`src/rtl/uart_pkg.sv`:
```
// uart_pkg: parity modes, receiver states and vote helper shared by the UART blocks
package uart_pkg;
   typedef enum logic [1:0] {PAR_NONE, PAR_EVEN, PAR_ODD} parity_t;
   typedef enum logic [2:0] {RX_IDLE, RX_START, RX_DATA, RX_PARITY, RX_STOP} rx_state_t;
   function automatic logic maj3(input logic a, input logic b, input logic c);
      return (a & b) | (a & c) | (b & c);
   endfunction
endpackage

```
`src/rtl/sync_fifo.sv`:
```
// sync_fifo: single-clock FIFO, simultaneous push/pop allowed when full, no bypass when empty
module sync_fifo #(
   parameter int WIDTH = 8,
   parameter int DEPTH = 16
) (
   input  logic                   clk,
   input  logic                   reset,
   input  logic                   push,
   input  logic                   pop,
   input  logic [WIDTH-1:0]       din,
   output logic [WIDTH-1:0]       dout,
   output logic                   full,
   output logic                   empty,
   output logic [$clog2(DEPTH):0] count
);
   localparam int AW = $clog2(DEPTH);
   logic [WIDTH-1:0] mem [DEPTH];
   logic [AW-1:0] wr_ptr, rd_ptr;
   logic do_push, do_pop;
   assign full    = count == (AW+1)'(DEPTH);
   assign empty   = count == '0;
   assign do_pop  = pop && !empty;
   assign do_push = push && (!full || do_pop);
   assign dout    = empty ? '0 : mem[rd_ptr];
   // pointers wrap naturally because DEPTH is a power of two
   always_ff @(posedge clk or posedge reset)
      if (reset) begin
         wr_ptr <= '0;
         rd_ptr <= '0;
         count  <= '0;
      end else begin
         wr_ptr <= wr_ptr + AW'(do_push);
         rd_ptr <= rd_ptr + AW'(do_pop);
         count  <= count + (AW+1)'(do_push) - (AW+1)'(do_pop);
      end
   // storage needs no reset; dout is masked while empty
   always_ff @(posedge clk)
      if (do_push) mem[wr_ptr] <= din;
endmodule

```
`src/rtl/uart_rx_fifo.sv`:
```
// uart_rx_fifo: oversampling UART receiver with majority vote feeding a receive FIFO
module uart_rx_fifo
   import uart_pkg::*;
#(
   parameter int      CLKS_PER_BIT = 434,
   parameter int      DATA_BITS    = 8,
   parameter parity_t PARITY       = PAR_NONE,
   parameter int      STOP_BITS    = 1,
   parameter int      FIFO_DEPTH   = 16
) (
   input  logic                        clk,
   input  logic                        reset,
   input  logic                        input_serial,
   output logic                        rx_valid,
   input  logic                        rx_ready,
   output logic [DATA_BITS-1:0]        rx_data,
   output logic                        rx_parity_err,
   output logic                        rx_frame_err,
   output logic                        overrun,
   output logic [$clog2(FIFO_DEPTH):0] fifo_count
);
   localparam int            CW        = $clog2(CLKS_PER_BIT);
   localparam logic [CW-1:0] MID       = CW'((CLKS_PER_BIT - 1) / 2);
   localparam logic [CW-1:0] MID_M1    = MID - CW'(1);
   localparam logic [CW-1:0] MID_P1    = MID + CW'(1);
   localparam logic [CW-1:0] LAST      = CW'(CLKS_PER_BIT - 1);
   localparam logic [2:0]    DLAST     = 3'(DATA_BITS - 1);
   localparam logic          STOP_LAST = (STOP_BITS == 2);
   rx_state_t state, state_n;
   logic sync1, line, maj, at_dec, at_wrap, push, pop, full, empty, stop_idx, par_err, frm_err;
   logic [CW-1:0] cnt;
   logic [2:0] bit_idx;
   logic [1:0] vote;
   logic [DATA_BITS-1:0] shreg;
   logic [DATA_BITS+1:0] head;
   assign at_dec  = cnt == MID_P1;
   assign at_wrap = cnt == LAST;
   assign maj     = maj3(vote[0], vote[1], line);
   assign pop     = rx_valid && rx_ready;
   assign rx_valid      = !empty;
   assign rx_data       = head[DATA_BITS+1:2];
   assign rx_parity_err = head[1];
   assign rx_frame_err  = head[0];
   // two-flop synchronizer, idles high
   always_ff @(posedge clk or posedge reset)
      if (reset) {line, sync1} <= 2'b11;
      else {line, sync1} <= {sync1, input_serial};
   // state register
   always_ff @(posedge clk or posedge reset)
      if (reset) state <= RX_IDLE;
      else state <= state_n;
   // next state; push fires at the last stop-bit decision so the next start edge is caught early
   always_comb begin
      state_n = state;
      push    = 1'b0;
      case (state)
         RX_IDLE:   if (!line) state_n = RX_START;
         RX_START:  if (at_dec && maj) state_n = RX_IDLE;
                    else if (at_wrap) state_n = RX_DATA;
         RX_DATA:   if (at_wrap && bit_idx == DLAST) state_n = (PARITY == PAR_NONE) ? RX_STOP : RX_PARITY;
         RX_PARITY: if (at_wrap) state_n = RX_STOP;
         RX_STOP:   if (at_dec && stop_idx == STOP_LAST) begin
                       state_n = RX_IDLE;
                       push    = 1'b1;
                    end
         default:   state_n = RX_IDLE;
      endcase
   end
   // bit timing, vote samples, shift register and error flags; the falling-edge cycle counts as 0
   always_ff @(posedge clk or posedge reset)
      if (reset) begin
         cnt      <= '0;
         vote     <= '0;
         bit_idx  <= '0;
         stop_idx <= 1'b0;
         shreg    <= '0;
         par_err  <= 1'b0;
         frm_err  <= 1'b0;
         overrun  <= 1'b0;
      end else begin
         cnt <= (state_n == RX_IDLE) ? '0 : (state == RX_IDLE) ? CW'(1) : at_wrap ? '0 : cnt + CW'(1);
         if (cnt == MID_M1) vote[0] <= line;
         if (cnt == MID) vote[1] <= line;
         if (state == RX_IDLE) begin
            bit_idx  <= '0;
            stop_idx <= 1'b0;
            par_err  <= 1'b0;
            frm_err  <= 1'b0;
         end
         if (state == RX_DATA && at_dec) shreg[bit_idx] <= maj;
         if (state == RX_DATA && at_wrap) bit_idx <= (bit_idx == DLAST) ? '0 : bit_idx + 3'd1;
         if (state == RX_PARITY && at_dec) par_err <= ^shreg ^ maj ^ (PARITY == PAR_ODD);
         if (state == RX_STOP && at_dec && !maj) frm_err <= 1'b1;
         if (state == RX_STOP && at_wrap) stop_idx <= 1'b1;
         overrun <= push && full && !pop;
      end
   sync_fifo #(.WIDTH(DATA_BITS + 2), .DEPTH(FIFO_DEPTH)) u_fifo (
      .clk   (clk),
      .reset (reset),
      .push  (push),
      .pop   (pop),
      .din   ({shreg, par_err, frm_err | !maj}),
      .dout  (head),
      .full  (full),
      .empty (empty),
      .count (fifo_count)
   );
endmodule

```
`config.mk`:
```
export PLATFORM = sky130hd
export DESIGN_NAME = uart_rx_fifo
export DESIGN_NICKNAME = d
export VERILOG_FILES = /design/src/rtl/uart_pkg.sv /design/src/rtl/sync_fifo.sv /design/src/rtl/uart_rx_fifo.sv
export SDC_FILE = /design/constraint.sdc
export NUM_CORES = 1
export LEC_CHECK = 0
export ABC_AREA = 1
export BUFFER_PORTS_ARGS = -buffer_cell sky130_fd_sc_hd__buf_2
export CORE_MARGIN = 8
export CORE_UTILIZATION = 50
export CTS_CLUSTER_DIAMETER = 50
export CTS_CLUSTER_SIZE = 30
export DETAILED_ROUTE_END_ITERATION = 8
export HOLD_SLACK_MARGIN = 0.15
export PLACE_DENSITY = 0.66
export SLEW_MARGIN = 15
export SYNTH_ARGS = -nofsm -noshare
export SYNTH_HDL_FRONTEND = slang
export SYNTH_HIERARCHICAL = 1
export SYNTH_SLANG_ARGS = --single-unit
```
`constraint.sdc`:
```
create_clock -name clk -period 4.3 [get_ports clk]
set_clock_uncertainty 0.2 [all_clocks]
set_input_delay 1.29 -clock clk [delete_from_list [all_inputs] [get_ports clk]]
set_output_delay 1.29 -clock clk [all_outputs]
set_load 0.05 [all_outputs]
```
* After elaboration in Yosys (flattened, before gate mapping)
Memory sizes are Yosys's and may differ from the RTL's.
Cells that the tools add are included.
** Storage, ports and cells
- Flip-flop bits (word level) :: 44
- RAM bits :: 160
- Bits of input ports :: 4
- Output and inout port bits :: 17
- Logic and storage cells :: 95
- Memories :: 1
** Memory list
- u_fifo.mem :: depth 16, bits a word 10, read ports 1, clocked after Yosys merged registers in 0, write ports 1, line sync_fifo.sv:17 : logic [WIDTH-1:0] mem [DEPTH];
** Operators by class
- $add $sub $neg :: 6
- Magnitude comparators :: 2
- Equality and inequality tests :: 10
- Mux-type cells :: 25
- Bitwise logic cells :: 8
- Reduce and logical (&&, ||, !) cells :: 28
** Operator list (count)
- 9-bit by 8-bit == test with 1-bit output (second input constant) :: 3
- 3-bit two-way mux :: 9
- 9-bit two-way mux :: 3
- 1-bit logical AND :: 15
- 3-bit one-hot mux with 5 select lines :: 1
- 10-bit two-way mux :: 1
- 9-bit by 1-bit adder with 9-bit output (second input constant) :: 1
- 9-bit == test (second input constant) :: 1
- 1-bit two-way mux :: 9
- 4-bit by 1-bit adder with 4-bit output :: 2
- 8-bit bitwise mux :: 1
- 2-bit nonzero test :: 4
- 8-bit XOR reduction :: 1
- 3-bit by 2-bit == test with 1-bit output (second input constant) :: 2
- 3-bit == test (second input constant) :: 2
- 3-bit zero test :: 2
- 5-bit by 1-bit adder with 5-bit output :: 1
- 5-bit == test (second input constant) :: 1
- 5-bit zero test :: 1
- 5-bit by 1-bit subtractor with 5-bit output :: 1
- 1-bit zero test :: 4
- 3-bit by 4-bit < comparator with 1-bit output (second input constant) :: 1
- 3-bit by 1-bit adder with 3-bit output (second input constant) :: 1
- 1-bit AND :: 3
- other kinds (7) :: 9

* Longest topological paths before layout
Gate-level depths: netlist (run 1).
- Word-level depth :: 8
- Depth in mapped cells :: 16
- Gate-level depth less buffers :: 16

* By module
The synthesis (run 1) kept the hierarchy.
** By module, submodules not included
- sync_fifo :: instances 1, cells an instance 615, area each 7264.5 µm²
- uart_rx_fifo :: instances 1, cells an instance 228, area each 1769.2 µm²

* Worst setup path after synthesis (run 1)
Ideal clock, no wire load.
- Path kind :: register -> output
- Start point :: register u_fifo.count[2]
- End point :: output port rx_data[0]
- Data arrival time :: 1788 ps
- Setup slack :: 1022 ps
- Stages on the path, launching flop included :: 7
- Path through :: dfrtp_1 > inv_1 > ha_1 > nand4_1 > inv_1 > buf_2 > a21oi_2
** Between the ends
- Word-level cells in the longest chain between the ends :: 2
** Ends and longest elaborated chain
- from (decl) :: line sync_fifo.sv:14 : output logic [$clog2(DEPTH):0] count
- from (signal assigned) :: line sync_fifo.sv:34 : count <= count + (AW+1)'(do_push) - (AW+1)'(do_pop);
- 5-bit zero test :: line sync_fifo.sv:21 : assign empty = count == '0;
- named net empty :: line uart_rx_fifo.sv:30 : logic sync1, line, maj, at_dec, at_wrap, push, pop, full, empty, stop_idx, par_err, frm_err;
- 10-bit two-way mux :: line sync_fifo.sv:24 : assign dout = empty ? '0 : mem[rd_ptr];
- to (decl) :: line uart_rx_fifo.sv:16 : output logic [DATA_BITS-1:0] rx_data,
The timed path passes the listed nets, and every way through them passes these cells.

* Worst setup path in the final report (run 1)
- Start point :: register u_fifo.rd_ptr[0]
- End point :: output port rx_parity_err
** Between the ends
- Word-level cells in the longest chain between the ends :: 2
** Ends and longest elaborated chain
- from (decl) :: line sync_fifo.sv:18 : logic [AW-1:0] wr_ptr, rd_ptr;
- from (signal assigned) :: line sync_fifo.sv:33 : rd_ptr <= rd_ptr + AW'(do_pop);
- memory read 16 x 10 bit
- 10-bit two-way mux :: line sync_fifo.sv:24
- to (decl) :: line uart_rx_fifo.sv:17 : output logic rx_parity_err,
No other way between the ends.

==> results of run 1 <==
[kinds of logic (layout without fill, tap and decap cells)]
| group | count (synthesis) | in the layout | share of synthesized area, % |
|---|---|---|---|
| flip-flops | 204 | 204 | 65.4 |
| adder cells (fa/ha/maj) | 15 | 15 | 2.16 |
| buffers and inverters | 87 | 138 | 4.96 |
| XOR/XNOR | 16 | 16 | 1.55 |
| AND/OR/NAND/NOR | 473 | 473 | 22.6 |
| AO/OA/AOI/OAI | 48 | 48 | 3.28 |
[final cells by class]
type	count	area share, %
Timing Repair Buffer	44	2.77
Inverter	54	2.08
Sequential cell	204	58.3
Clock buffer	24	5.72
Clock inverter	16	1.83
Tap cell	229	2.83
Multi-Input combinational cell	552	26.4
[registers in the layout, indices dropped and copies added, names as in the netlist]
name           count
u_fifo/rd_ptr      4
par_err            1
state              3
overrun            1
frm_err            1
bit_idx            3
u_fifo/count       5
u_fifo/mem       160
cnt                9
line               1
u_fifo/wr_ptr      4
shreg              8
sync1              1
vote               2
stop_idx           1
[placed cells by master (no fill, tap or decap), types with 2 or more instances in the layout]
cell type   Yosys  layout
clkinvlp_4      0       3
xnor2_1         5       5
a21oi_2        10      10
nand2_1       263     263
nand3b_1        2       2
clkinv_4        0       3
o21ai_1         8       8
buf_4           8      24
dfrtp_1        42      41
clkbuf_16       0      23
inv_1          51      51
clkinv_8        0       3
dfstp_2         2       2
nand2_2         5       5
nor3_1          2       2
buf_2          13      20
edfxtp_1      160     160
nor2_2          3       3
inv_2           2       2
a21oi_1        15      15
o21ai_0         7       7
nand4_1         6       6
nor2_1         38      38
xor2_1         11      11
inv_8           1       5
ha_1           14      14
o211ai_1        2       2
nor2_8          2       2
nand3_1       150     150
o31ai_1         4       4
[metal layers]
metal  wire length (um)  part of all wire (%)
met3               1100                   5.6
met4                527                   2.7
met2               9070                    46
met1               8910                    45
met5                  0                     0
[per-stage QoR]
step,cell area [um^2],util [%],total power (uW),setup WS (ns)
2_1_floorplan,9030,-,3740,1.02
3_3_place_gp,9360,52.5,4030,0.818
5_1_grt,10100,56.8,6200,0.0769
4_1_cts,10100,56.8,5960,0.256
6_report,10100,56.8,5920,0.248
3_5_place_dp,9360,52.5,4050,0.796
[power by group through the flow]
| stage | Sequential [uW] | Combinational (uW) | Clock [uW] |
|---|---|---|---|
| after floorplan | 2310 | 1430 | 0 |
| after global placement | 2280 | 1750 | 0 |
| after detailed placement | 2280 | 1760 | 0 |
| after CTS | 2240 | 1770 | 1950 |
| after global routing | 2250 | 1930 | 2020 |
| final | 2240 | 1770 | 1910 |
[cell usage after synthesis]
cell type	instances	area, um^2
a21oi_1	15	75.1
a21oi_2	10	87.6
buf_2	13	65.1
buf_4	8	60.1
buf_6	9	101
clkbuf_1	3	11.3
dfrtp_1	42	1050
dfstp_2	2	52.6
edfxtp_1	160	4800
fa_1	1	20.0
ha_1	14	175
inv_1	51	191
inv_2	2	7.51
inv_8	1	11.3
nand2_1	263	987
nand2_2	5	31.3
nand3_1	150	751
nand3b_1	2	15.0
nand4_1	6	37.5
nor2_1	38	143
nor2_2	3	18.8
nor2_8	2	40.0
nor3_1	2	10.0
o211ai_1	2	15.0
o21ai_0	7	35.0
o21ai_1	8	40.0
o21bai_1	1	7.51
o22ai_1	1	6.26
o31ai_1	4	30.0
or2_0	1	6.26
or2_2	1	6.26
xnor2_1	5	43.8
xor2_1	11	96.3
[worst register-to-register path, delay by kind of cell, from the launching register on]
kind	cells	cell delay (ns)
compound gates	2	0.35
xor+xnor	1	0.15
fa+ha+maj	3	0.76
buf+inv	4	0.52
flops	1	0.37
simple gates	5	0.78
[worst max path at each step]
stage	end	slack, ns	cells past startpoint
2_1_floorplan	rx_data[0]	1.02	6
3_3_place_gp	rx_parity_err	0.82	8
3_5_place_dp	rx_parity_err	0.80	8
4_1_cts	rx_parity_err	0.26	8
5_1_grt	rx_parity_err	0.08	8
6_report	rx_parity_err	0.25	8
==> results.sh, run 1 <==
export IMPL_cts_tree="yes"
export IMPL_reg2reg_from="u_fifo/count[2]"
export IMPL_hold_buffers=0
export IMPL_path_cells="buf_4 -> nand2_1 -> nand3_1 -> nand3_1 -> nand2_1 -> nand2_1 -> a21oi_2 -> buf_2"
export IMPL_grt_overflow=0
export IMPL_pwr_share_clk_pct=32.3
export IMPL_postRouteAntennaNets=0
export IMPL_start_util_pct=50.6
export IMPL_crit_path_start="u_fifo/rd_ptr[0]"
export IMPL_seq_power_share_pct=37.9
export IMPL_place_congestion=0.807
export IMPL_fmax_mhz=247
export IMPL_power_switching_uw=2220
export IMPL_ff2ff_path_depth=15
export IMPL_wl_per_cell_um=17.5
export IMPL_die_area_um2=22600
export IMPL_end_kind="primary output"
export IMPL_cts_buffers=22
export IMPL_clock_path_buffers=3
export IMPL_wl_um=19600
export IMPL_diodes=0
export IMPL_synth_cell_types=33
export IMPL_hold_violations=0
export IMPL_power_leakage_uw=0.00426
export IMPL_postCtsSetupBuffers=0
export IMPL_path_class="register to primary output"
export IMPL_clock_sinks=204
export IMPL_io_buffers=20
export IMPL_antenna_found_initial=0
export IMPL_grt_util_met3_pct=3.55
export IMPL_io_pin_count=21
export IMPL_crit_buf_inv=2
export IMPL_finalCritPeriodShare_pct=94.2
export IMPL_yosys_warnings=6
export IMPL_timing_hold_ws_ns=0.155
export IMPL_cp_required_ns=2.81
export IMPL_track_usage_pct=17.9
export IMPL_crit_slowest_cell="dfrtp_2"
export IMPL_synthesis_area_um2=9030
export IMPL_setup_violations=0
export IMPL_drt_iter0_drc=466
export IMPL_area_delta_synth_final_pct=12.1
export IMPL_peakVddDrop_mv=0.465
export IMPL_ys_seq_area_share_pct=65.4
export IMPL_syn_area_per_cell_um2=10.7
export IMPL_drv_cap=0
export IMPL_path_clk_slew_ns=0.07
export IMPL_synth_seq_cells=204
export IMPL_final_max_slew_viol_count=0
export IMPL_cts_root_buf="clkbuf_16"
export IMPL_num_rows=49
export IMPL_min_path_type="register to register"
export IMPL_nets=897
export IMPL_grtUsageMet1_pct=23.9
export IMPL_fillers=1482
export IMPL_cts_repair_resized=0
export IMPL_fp_dieH_um=150
export IMPL_hp_start="sync1"
export IMPL_fin_setup_tns_ns=0
export IMPL_drive_above_1_share_pct=12.2
export IMPL_worstMarginPinSlew_ns=0.882
export IMPL_dp_cells=1083
export IMPL_critPathArrivalTime_ns=2.56
export IMPL_hold_depth=0
export IMPL_num_vias=6027
export IMPL_grt_pass1_wl_um=31700
export IMPL_crit_path_frequent_cell="nand2_1"
export IMPL_critPathMaxFanout=30
export IMPL_crit_path_max_incr_delay_ns=0.68
export IMPL_ff2ff_setup_slack_ns=1.05
export IMPL_syn_inst=843
export IMPL_grt_use_met2_pct=29.1
export IMPL_worstReg2RegEnd="u_fifo/count[4]"
export IMPL_cellPowerDensity_nw_per_um2=585
export IMPL_grt_max_degree=81
export IMPL_cp_top_family="buffers and inverters"
export IMPL_final_min_clock_period_ns=4.05
export IMPL_hold_end="line"
export IMPL_switching_share_pct=37.5
export IMPL_clk_latency_ns=0.49
export IMPL_startpoint_type="register"
export IMPL_regArea_um2=5910
export IMPL_rsz0062_at_grt="false"
export IMPL_p_comb_share_pct=29.8
export IMPL_status="complete, no violations"
export IMPL_top_usage_layer="met2"
export IMPL_p_int_uw=3700
export IMPL_syn_nets=862
export IMPL_vias_per_cell=5.37
export IMPL_drc_errors=0
export IMPL_core_area_um2=17800
export IMPL_final_cells=1123
export IMPL_firstDrtPassIters=5
export IMPL_multi_input_area_um2=2680
export IMPL_max_slew_margin_pct=41.1
export IMPL_grt_pass1_vias=5975
export IMPL_dp_hpwl_um=12100
export IMPL_fp_dieW_um=150
export IMPL_htree_levels=1
(Power assumes the default switching activity.)
==> inputs of run 2 (changes only) <==
Settings changed: ABC_AREA 1 to unset.
==> run 2 against run 1 <==
Net effect: register-to-register slack worse by 0.33 ns; worst setup slack worse by 0.088 ns; routed wire length down 16%; global-route usage down 2.5 points; cell count down 31%; sequential share of layout area up 1.9 points; critical path type unchanged; largest power group unchanged.
==> results.sh, run 2 <==
export IMPL_worstMarginPinSlew_ns=0.995
export IMPL_nets=551
export IMPL_hold_depth=0
export IMPL_grt_overflow=0
export IMPL_hold_buffers=0
export IMPL_synth_flop_cell="edfxtp_1"
export IMPL_drc_errors=0
export IMPL_final_max_slew_viol_count=0
export IMPL_dpl_cell_area_um2=9070
export IMPL_place_congestion=0.801
export IMPL_synth_area_leader_cell="edfxtp_1"
export IMPL_fmax_mhz=242
export IMPL_finalCritPeriodShare_pct=96.3
export IMPL_path_cells="inv_1 -> ha_1 -> nor4b_4 -> nor2_1 -> a22oi_1 -> o21ai_1 -> buf_2"
export IMPL_synth_top_cells_by_count="edfxtp_1 (160), dfrtp_1 (42), mux4_2 (29)"
export IMPL_core_area_um2=17100
export IMPL_io_pin_count=21
export IMPL_diodes=0
export IMPL_synthArstFlopShare_pct=21.6
export IMPL_crit_path_start="u_fifo/count[2]"
export IMPL_synthesis_area_um2=8610
export IMPL_crit_slowest_cell="nor2_1"
export IMPL_grt_pass1_vias=4679
export IMPL_startpoint_type="register"
export IMPL_top_regs="u_fifo/mem (160), cnt (9), shreg (8)"
export IMPL_yosysTopAreaCellShare_pct=55.8
export IMPL_num_rows=48
export IMPL_rsz0062_at_grt="false"
export IMPL_cts_buffers=20
export IMPL_layout_common_cells="edfxtp_1 (160), dfrtp_1 (41), mux4_2 (29)"
export IMPL_syn_inst=485
export IMPL_ff2ff_setup_slack_ns=0.72
export IMPL_wl_per_cell_um=21.3
export IMPL_path_class="register to primary output"
export IMPL_hold_violations=0
export IMPL_grtUsageMet1_pct=20.1
export IMPL_min_path_type="register to register"
export IMPL_hp_start="sync1"
export IMPL_postRouteAntennaNets=0
export IMPL_ff2ff_path_depth=10
export IMPL_synthMostInstantiatedCell="edfxtp_1"
export IMPL_max_slew_margin_pct=33.3
export IMPL_synth_seq_cells=204
export IMPL_grt_max_degree=31
export IMPL_drive_above_1_share_pct=25.8
export IMPL_crit_path_max_incr_delay_ns=0.67
export IMPL_cts_root_buf="clkbuf_16"
export IMPL_dp_hpwl_um=11100
export IMPL_htree_levels=1
export IMPL_hold_end="line"
export IMPL_track_usage_pct=15.4
export IMPL_grt_use_met2_pct=26.2
export IMPL_regMostFlops="u_fifo/mem"
export IMPL_postCtsSetupBuffers=0
export IMPL_worstReg2RegEnd="u_fifo/mem[0][9]"
export IMPL_fp_dieW_um=147
export IMPL_fin_setup_tns_ns=0
export IMPL_drt_iter0_drc=324
export IMPL_syn_nets=504
export IMPL_critPathMaxFanout=10
export IMPL_syn_area_per_cell_um2=17.8
export IMPL_grt_pass1_wl_um=26100
export IMPL_fp_dieH_um=147
export IMPL_vias_per_cell=5.80
export IMPL_firstDrtPassIters=5
export IMPL_largest_reg_flops=160
export IMPL_cp_top_family="simple AND/OR/NAND/NOR gates"
export IMPL_synth_edf_count=160
export IMPL_cts_tree="yes"
export IMPL_critPathArrivalTime_ns=2.65
export IMPL_reg2reg_from="cnt[1]"
export IMPL_antenna_found_initial=0
export IMPL_cp_required_ns=2.81
export IMPL_die_area_um2=21700
export IMPL_drv_cap=0
export IMPL_timing_hold_ws_ns=0.157
export IMPL_clock_sinks=204
export IMPL_ys_seq_area_share_pct=68.6
export IMPL_synth_top_cells_by_area="edfxtp_1 (56%), dfrtp_1 (12%), mux4_2 (7.6%), mux4_1 (3.4%), ha_1 (2.0%)"
export IMPL_path_clk_slew_ns=0.06
export IMPL_area_delta_synth_final_pct=13.9
export IMPL_synth_cell_types=61
export IMPL_clock_path_buffers=3
export IMPL_top_usage_layer="met2"
export IMPL_final_min_clock_period_ns=4.14
export IMPL_power_leakage_uw=0.00385
export IMPL_yosys_warnings=6
export IMPL_grt_util_met3_pct=2.92
export IMPL_layout_commonest_cell="edfxtp_1"
export IMPL_start_util_pct=50.5
export IMPL_num_vias=4469
export IMPL_setup_violations=0
export IMPL_wl_um=16400
export IMPL_io_buffers=20
export IMPL_design_area_um2=9810
export IMPL_end_kind="primary output"
export IMPL_cts_repair_resized=0
export IMPL_crit_buf_inv=2
export IMPL_fillers=1338
export IMPL_cellPowerDensity_nw_per_um2=505
export IMPL_clk_latency_ns=0.48
export IMPL_status="complete, no violations"
export IMPL_peakVddDrop_mv=0.432
run 2: cell count changes in the layout (fill, tap and decap cells not counted), moves of 8 or more:
cell     change
nor3_1      +14
nand2_1    -252
mux4_2      +29
inv_1       -32
mux4_1      +11
mux2_2      +11
xnor2_1      +8
nor2_1      -26
a22oi_1     +10
nand3_1    -141
mux2i_1     +10
a21oi_2     -10
run 2: layout make-up:
type                    count  area (um^2)  share of cell area (%)
inverters                  20         75.1                   0.766
multi-input cells         241         2510                    25.6
repair buffers             45          300                    3.06
clock buffers              21          526                    5.36
clock inverters            15          204                    2.08
well taps                 225          282                    2.87
flip-flops and latches    204         5910                    60.3
run 2: cell families (layout without fill, tap and decap cells):
logic type	after synthesis	after routing	synth area share, %
adders and majority gates	16	16	2.38
muxes	61	61	13.5
buffers and inverters	40	101	2.50
AOI/OAI and AO/OA	52	52	4.07
DFF	204	204	68.6
xor gates and xnor gates	23	23	2.50
and+or+nand+nor	89	89	6.41
run 2: metrics by stage:
step                      setup slack, ns  utilization, %  cells  power, uW
final                               0.160            57.5    771       4960
after global routing              0.00785            57.5    771       5140
after CTS                          0.0217            57.5    771       5000
after detailed placement            0.551            53.2    735       3140
after global placement              0.566            53.2    735       3120
after floorplan                     0.493               -    485       2960
run 2: worst max-delay path by stage:
stage	to	slack, ns	cells after the start
floorplan	rx_data[0]	0.49	6
global placement	rx_data[0]	0.57	5
detailed placement	rx_data[0]	0.55	5
CTS	rx_data[0]	0.02	5
global route	rx_data[0]	0.008	7
finish	rx_data[2]	0.16	7
run 2: where the power goes:
group | internal [uW] | leakage, uW | switching [uW]
Sequential | 2150 | 0.00233 | 126
Combinational | 346 | 0.00116 | 463
Clock | 1060 | 0.000353 | 805
run 2: per-layer routing:
layer / wire length, um / vias up
met4: 346 / 0
met5: 0 / -
li1: - / 2033
met2: 8180 / 102
met1: 7110 / 2311
met3: 769 / 23
